`src/rtl/sc_stream_pkg.sv`:
```
// Shared definitions for the stochastic-computing stream blocks: accumulator
// midpoint, frame-count sizing and the per-cycle input classification.
package sc_stream_pkg;

    localparam int DEFAULT_DEP = 3;
    localparam int DEFAULT_LEN = 256;

    // Resting value of a DEP-bit converter accumulator.
    function automatic int acc_mid(input int dep);
        return 1 << (dep - 1);
    endfunction

    // Width that holds a ones count from 0 to len inclusive.
    function automatic int frame_cnt_w(input int len);
        return $clog2(len + 1);
    endfunction

    // Frame-count type for the default frame length.
    typedef logic [$clog2(DEFAULT_LEN + 1)-1:0] frame_cnt_t;

    // What the stream logic does in a given (non-reset) cycle.
    typedef enum logic [1:0] {
        CYC_IDLE   = 2'd0,
        CYC_ACCEPT = 2'd1,
        CYC_CLEAR  = 2'd2
    } cyc_kind_e;

    // Clear wins over a valid input bit; the bit is simply dropped.
    function automatic cyc_kind_e cyc_kind(input logic clear, input logic in_valid);
        if (clear) begin
            return CYC_CLEAR;
        end
        if (in_valid) begin
            return CYC_ACCEPT;
        end
        return CYC_IDLE;
    endfunction

endpackage

```
`src/rtl/uni_to_bi_if.sv`:
```
// Stream interface of the unipolar-to-bipolar converter: control and input bit
// from the producer, converted bit plus frame bookkeeping back.
interface uni_to_bi_if
    import sc_stream_pkg::*;
#(
    parameter int LEN = DEFAULT_LEN
);
    localparam int CNT_W = frame_cnt_w(LEN);

    logic             clear;
    logic             in_valid;
    logic             in;
    logic             out_valid;
    logic             out;
    logic             frame_done;
    logic [CNT_W-1:0] ones_total;

    // Producer / scoreboard side.
    modport master (
        output clear,
        output in_valid,
        output in,
        input  out_valid,
        input  out,
        input  frame_done,
        input  ones_total
    );

    // Converter side.
    modport slave (
        input  clear,
        input  in_valid,
        input  in,
        output out_valid,
        output out,
        output frame_done,
        output ones_total
    );

endinterface

```
`src/rtl/bitstream_frame_cnt.sv`:
```
// Frame bookkeeping for a bitstream: counts accepted bits into LEN-bit frames,
// accumulates the ones in the running frame and publishes the total when the
// frame's last bit is accepted.
module bitstream_frame_cnt
    import sc_stream_pkg::*;
#(
    parameter  int LEN   = DEFAULT_LEN,
    localparam int CNT_W = frame_cnt_w(LEN)
) (
    input  logic             clk,
    input  logic             rst,
    input  logic             clear,
    input  logic             inc,
    input  logic             sbit,
    output logic             last,
    output logic             frame_done,
    output logic [CNT_W-1:0] ones_total
);

    localparam int IDX_W = $clog2(LEN);
    localparam logic [IDX_W-1:0] IDX_LAST = IDX_W'(LEN - 1);

    logic [IDX_W-1:0] cyc_cnt;
    logic [CNT_W-1:0] ones_run;

    // The bit being accepted now closes the frame.
    assign last = (cyc_cnt == IDX_LAST);

    // Frame position, running ones count and the published total.
    // NOTE: state registers use non-blocking assignments so every flop samples
    // the pre-edge values of the others, whatever the statement order.
    always_ff @(posedge clk) begin
        if (rst) begin
            cyc_cnt    <= '0;
            ones_run   <= '0;
            frame_done <= 1'b0;
            ones_total <= '0;
        end else if (clear) begin
            // Abort the running frame; the last published total stays valid.
            cyc_cnt    <= '0;
            ones_run   <= '0;
            frame_done <= 1'b0;
        end else if (inc) begin
            if (last) begin
                frame_done <= 1'b1;
                ones_total <= ones_run + CNT_W'(sbit);
                ones_run   <= '0;
                cyc_cnt    <= '0;
            end else begin
                frame_done <= 1'b0;
                ones_run   <= ones_run + CNT_W'(sbit);
                cyc_cnt    <= cyc_cnt + IDX_W'(1);
            end
        end else begin
            frame_done <= 1'b0;
        end
    end

endmodule

```
`src/rtl/uni_to_bi.sv`:
```
// Unipolar-to-bipolar stochastic bitstream converter. A small accumulator
// balances input ones against emitted ones so that P(out=1) = (u+1)/2,
// without any random source. Frames of LEN accepted bits are counted for
// scoreboarding and each frame restarts the accumulator at its midpoint.
// DEP must be at least 3 and LEN at least 2; the interface must be built with
// the same LEN as this module.
module uni_to_bi
    import sc_stream_pkg::*;
#(
    parameter int DEP = DEFAULT_DEP,
    parameter int LEN = DEFAULT_LEN
) (
    input  logic          clk,
    input  logic          rst,
    uni_to_bi_if.slave    bus
);

    localparam int CNT_W = frame_cnt_w(LEN);
    localparam logic [DEP-1:0] ACC_MID = DEP'(acc_mid(DEP));

    // Accumulator only ever holds MID, MID+1 or MID+2.
    logic [DEP-1:0]   acc;
    logic [DEP-1:0]   acc_next;
    logic [DEP:0]     acc_sum;
    logic             dec;
    logic             last;
    logic             accept;
    cyc_kind_e        kind;

    logic             out_valid_q;
    logic             out_q;
    logic             frame_done;
    logic [CNT_W-1:0] ones_total;

    // Emit a one whenever the accumulator sits above its midpoint.
    assign dec    = (acc > ACC_MID);
    assign accept = (kind == CYC_ACCEPT);

    // Cycle classification and accumulator update for an accepted bit.
    // NOTE: every signal driven here is assigned on every path through the
    // block, so it stays purely combinational and no latch is inferred.
    always_comb begin
        kind     = cyc_kind(bus.clear, bus.in_valid);
        acc_sum  = {1'b0, acc}
                 + (DEP+1)'(bus.in)
                 + (DEP+1)'(1)
                 - (DEP+1)'({dec, 1'b0});
        // A carry out of DEP bits cannot occur from a legal state; treat it
        // like a frame boundary so the accumulator can never wander off.
        acc_next = (last || acc_sum[DEP]) ? ACC_MID : acc_sum[DEP-1:0];
    end

    // Accumulator and registered output bit.
    always_ff @(posedge clk) begin
        if (rst) begin
            acc         <= ACC_MID;
            out_valid_q <= 1'b0;
            out_q       <= 1'b0;
        end else begin
            case (kind)
                CYC_CLEAR: begin
                    acc         <= ACC_MID;
                    out_valid_q <= 1'b0;
                    out_q       <= 1'b0;
                end
                CYC_ACCEPT: begin
                    acc         <= acc_next;
                    out_valid_q <= 1'b1;
                    out_q       <= dec;
                end
                default: begin
                    out_valid_q <= 1'b0;
                    out_q       <= 1'b0;
                end
            endcase
        end
    end

    bitstream_frame_cnt #(
        .LEN (LEN)
    ) u_frame_cnt (
        .clk        (clk),
        .rst        (rst),
        .clear      (bus.clear),
        .inc        (accept),
        .sbit       (dec),
        .last       (last),
        .frame_done (frame_done),
        .ones_total (ones_total)
    );

    assign bus.out_valid  = out_valid_q;
    assign bus.out        = out_q;
    assign bus.frame_done = frame_done;
    assign bus.ones_total = ones_total;

endmodule

```
`src/flat_wrapper.sv`:
```
// flat-port wrapper written by rule: the top's interface ports become plain ports
module uni_to_bi_flat import sc_stream_pkg::*;
#(
    parameter int DEP = DEFAULT_DEP,
    parameter int LEN = DEFAULT_LEN
)
  (clk, rst, bus_clear, bus_in_valid, bus_in, bus_out_valid, bus_out, bus_frame_done, bus_ones_total);
  uni_to_bi_if #(.LEN(LEN)) bus_i ();
  input  logic clk;
  input  logic rst;
  input wire logic [$bits(bus_i.clear)-1:0] bus_clear;
  input wire logic [$bits(bus_i.in_valid)-1:0] bus_in_valid;
  input wire logic [$bits(bus_i.in)-1:0] bus_in;
  output wire logic [$bits(bus_i.out_valid)-1:0] bus_out_valid;
  output wire logic [$bits(bus_i.out)-1:0] bus_out;
  output wire logic [$bits(bus_i.frame_done)-1:0] bus_frame_done;
  output wire logic [$bits(bus_i.ones_total)-1:0] bus_ones_total;
  assign bus_i.clear = bus_clear;
  assign bus_i.in_valid = bus_in_valid;
  assign bus_i.in = bus_in;
  assign bus_out_valid = bus_i.out_valid;
  assign bus_out = bus_i.out;
  assign bus_frame_done = bus_i.frame_done;
  assign bus_ones_total = bus_i.ones_total;
  uni_to_bi #(.DEP(DEP), .LEN(LEN)) u_core (.clk(clk), .rst(rst), .bus(bus_i));
endmodule
```
`config.mk`:
```
export PLATFORM = sky130hd
export DESIGN_NAME = uni_to_bi_flat
export DESIGN_NICKNAME = d
export VERILOG_FILES = /design/src/rtl/sc_stream_pkg.sv /design/src/rtl/uni_to_bi_if.sv /design/src/rtl/bitstream_frame_cnt.sv /design/src/rtl/uni_to_bi.sv /design/src/flat_wrapper.sv
export SDC_FILE = /design/constraint.sdc
export NUM_CORES = 1
export LEC_CHECK = 0
export CAP_MARGIN = 20
export CELL_PAD_IN_SITES_DETAIL_PLACEMENT = 0
export CELL_PAD_IN_SITES_GLOBAL_PLACEMENT = 1
export CORE_ASPECT_RATIO = 0.75
export CORE_UTILIZATION = 45
export CTS_CLUSTER_DIAMETER = 200
export DETAILED_ROUTE_END_ITERATION = 8
export GPL_TIMING_DRIVEN = 0
export MAX_ROUTING_LAYER = met4
export PLACE_DENSITY = 0.93
export SLEW_MARGIN = 40
export SYNTH_ARGS = -nofsm -noshare
export SYNTH_HDL_FRONTEND = slang
export SYNTH_HIERARCHICAL = 1
export SYNTH_SLANG_ARGS = --single-unit
```
`constraint.sdc`:
```
create_clock -name clk -period 3.3 [get_ports clk]
set_input_delay 0.66 -clock clk [delete_from_list [all_inputs] [get_ports clk]]
set_output_delay 0.66 -clock clk [all_outputs]
set_load 0.01 [all_outputs]
```
==> impl_metrics.csv <==
group,metric,value,unit
layout,syn2layout_area_growth,19.4,%
timing,setup-tns-final,0,ns
power,cellInternalPower,0.583,mW
synth,synth_cell_types,39,
cts,worst_setup_hold_path_clk_slew,0.06,ns
hold_path,worst_hold_path_type,"reg2reg",
timing,layout_setup_ws,0.856,ns
setup_path,timing.setup.critical_path_class,"in2reg",
cts,cts_repair_resize_count,0,
layout,postLayoutCellArea,0.00185,mm^2
power,power.ir.vdd_worst,0.283,mV
timing,clock-skew-final,0.00463,ns
synth,ys_async_rst_share,0,%
routing,detail_route.wl_per_cell,14.5,um
setup_path,crit_path_cell_trace,"clkdlybuf4s50_1 -> nor2b_4 -> nand3_1 -> nor4_4 -> buf_6 -> nor2_1 -> a211oi_2",
timing,tightest_slew,0.629,ns
place,dpl_worst_slack,0.544,ns
setup_path,worst-path-max-fanout,10,
place,port_buffers,16,
routing,first_pass_iteration_count_of_the_detailed_router,4,
synth,synthesis.area_per_instance,9.14,um^2
routing,drtAntennaViolNets,0,
power,p_clk_share,40.7,%
cts,tritoncts,"done",
timing,finalSetupViolCount,0,
floorplan,core_area,0.00329,mm^2
floorplan,die_x,69.7,um
power,p_sw,0.173,mW
timing,hold_viol_final,0,
place,numPlacedInstances,225,
setup_path,crit_path_max_incr_delay,0.58,ns
setup_path,path_delay_family,"simple AND/OR/NAND/NOR gates",
global_route,first_global_vias,1131,
setup_path,worst_ep_required_time,3.51,ns
cts,clock_tree.htree_level_count,2,
power,switching_share,22.9,%
flow_run,maxCapViolations,0,
timing,grt_setup_unrepaired,"no",
timing,period_share,74.1,%
synth,synth_nets,181,
place,dpl-instance-area,0.00176,mm^2
floorplan,design.die.area,0.00367,mm^2
timing,worst_hold_slack,0.483,ns
setup_path,timing.critical_path.slowest_stage_cell,"sky130_fd_sc_hd__clkdlybuf4s50_1",
cts,cts_buffers,5,
cts,clock_path_buffers,2,
setup_path,cp_data_arrival_time,2.65,ns
power,power.density_cell_area,410,mW/mm^2
cts,setup_repair_bufs_after_cts,0,
place,gp_routability_congestion,0.747,
timing,max_freq,0.409,GHz
timing,period_needed,2.44,ns
global_route,grt_usage,20.5,%
status,run_status,"finished, final reports clean",
setup_path,cp_num_buf_inv,2,
global_route,grt_start_max_net_pins,11,
routing,route.detailed.vias_per_inst,5.55,
layout,post_route_cells_drive_above_1_share,9.84,%
timing,maxSlewViolCount,0,
cts,cts.sink_count,32,
synth,postSynth.topFlopCell,"sky130_fd_sc_hd__dfxtp_1",
floorplan,die_h,52.8,um
power,sequentialPowerShare,51.9,%
power,leakage,0.654,nW
setup_path,setup.worst_path.end_class,"flop",
synth,synth_warnings,6,
synth,total_of_flip_flops_plus_latches_after_synthesis,32,
timing,slew_headroom,57.9,%
global_route,global_route.overflow_total,0,
cts,clock_tree.root_cell,"sky130_fd_sc_hd__clkbuf_8",
cts,post_cts_hold_buffer_count,0,
synth,synth.yosys.seq_area_share,41.5,%
routing,detailedRoute.firstIterationViolations,71,
power,fin_total_pwr,0.756,mW
synth,cell_count_after_synthesis,169,
global_route,grt_pass1_wl,5400,um
floorplan,rows,18,
layout,layout.filler_cells,306,
place,post-dp-hpwl,2470,um
routing,vias,1294,
synth,synth-edff-count,0,
layout,instances_no_fill,233,
synth,post_synth_design_cell_area,0.00155,mm^2
floorplan,start_util,47.0,%
setup_path,critical_path.startpoint_type,"primary input",
global_route,initial_antenna_violation_count,0,
layout,insertedDiodeCount,0,
floorplan,io_pins,17,
cts,clock_latency_on_the_worst_skew_pair,0.28,ns
layout,finish.utilization,56.1,%
routing,wl,3380,um
routing,drt_drc_violations_left,0,
power,power.share.combinational,7.4,%
layout,nNetsFinal,204,
## Yosys cell counts (5+ instances only)
cell | instances | area [um^2]
sky130_fd_sc_hd__xnor2_1 | 7 | 61.3
sky130_fd_sc_hd__inv_1 | 9 | 33.8
sky130_fd_sc_hd__dfxtp_1 | 32 | 641
sky130_fd_sc_hd__a21oi_1 | 5 | 25.0
sky130_fd_sc_hd__nand3_1 | 9 | 45.0
sky130_fd_sc_hd__ha_1 | 6 | 75.1
sky130_fd_sc_hd__nand2_1 | 11 | 41.3
sky130_fd_sc_hd__xor2_1 | 6 | 52.6
sky130_fd_sc_hd__a211oi_1 | 5 | 37.5
sky130_fd_sc_hd__nor2_1 | 25 | 93.8
sky130_fd_sc_hd__o21ai_0 | 5 | 25.0
## state kept, by name, indices dropped and copies added (netlist names)
signal                         cells
u_core/acc                         3
u_core/bus.out                     1
u_core/bus.out_valid               1
u_core/u_frame_cnt/cyc_cnt         8
u_core/u_frame_cnt/frame_done      1
u_core/u_frame_cnt/ones_run        9
u_core/u_frame_cnt/ones_total      9
## cell type report
| type | count | area, um^2 | area share [%] |
|---|---|---|---|
| buffer | 7 | 38.8 | 2.10 |
| clock buffer | 8 | 90.1 | 4.88 |
| inverter | 9 | 33.8 | 1.83 |
| multi-input combinational | 121 | 832 | 45.1 |
| sequential | 32 | 641 | 34.7 |
| tap | 40 | 50.0 | 2.71 |
| timing repair buffer | 16 | 160 | 8.68 |
## per-layer routing
layer  global-route usage, %  vias to the layer above  routed length [um]
li1                        -                      645                   -
met1                    25.6                      611                1660
met2                    30.7                       30                1500
met3                    7.12                        8                 155
met4                    8.00                        0                  57
met5                       -                        -                   0
## power groups by stage
stage          sequential [mW]  clock [mW]  combinational (mW)
3_5_place_dp             0.401           0              0.0556
4_1_cts                  0.392       0.318              0.0560
5_1_grt                  0.393       0.338              0.0616
6_report                 0.393       0.307              0.0560
2_1_floorplan            0.401           0              0.0359
3_3_place_gp             0.401           0              0.0524
## cell usage in the layout, fill, tap and decap left out, drive strengths merged, types with 3 or more instances in the layout
master / instances
dfxtp: 32
nor2: 25
clkdlybuf4s50: 16
nand2: 11
clkbuf: 10
inv: 9
nand3: 9
xnor2: 7
a211oi: 7
ha: 6
xor2: 6
a21oi: 5
o21ai: 5
nand4: 5
buf: 5
mux2i: 4
nor3: 4
a32o: 3
nor2b: 3
## final timing paths
kind	startpoint	end	slack, ns	depth (start not counted)
worst max-delay path	bus_clear	u_core/u_frame_cnt/ones_total[5]	0.86	7
worst min-delay path	u_core/u_frame_cnt/ones_run[0]	u_core/u_frame_cnt/ones_run[0]	0.48	2
worst max register to register	u_core/acc[2]	u_core/acc[2]	0.97	9
worst min register to register	u_core/u_frame_cnt/ones_run[0]	u_core/u_frame_cnt/ones_run[0]	0.48	2
## cell families after synthesis
family	Yosys count	share of synthesized area [%]
buf+inv	16	4.70
fa+ha+maj	7	6.15
xor+xnor	13	7.37
compound gates	30	14.5
simple gates	67	23.2
flops	32	41.5
mux	4	2.59
## worst reg2reg max path, delay by kind of cell, from the launching register on
family	cells	cell delay [ns]
AO/OA/AOI/OAI	2	0.51
adder cells (fa/ha/maj)	3	0.84
buffers and inverters	2	0.11
flip-flops	1	0.46
AND/OR/NAND/NOR	2	0.31
No activity file was read; power rests on OpenSTA's default activity.
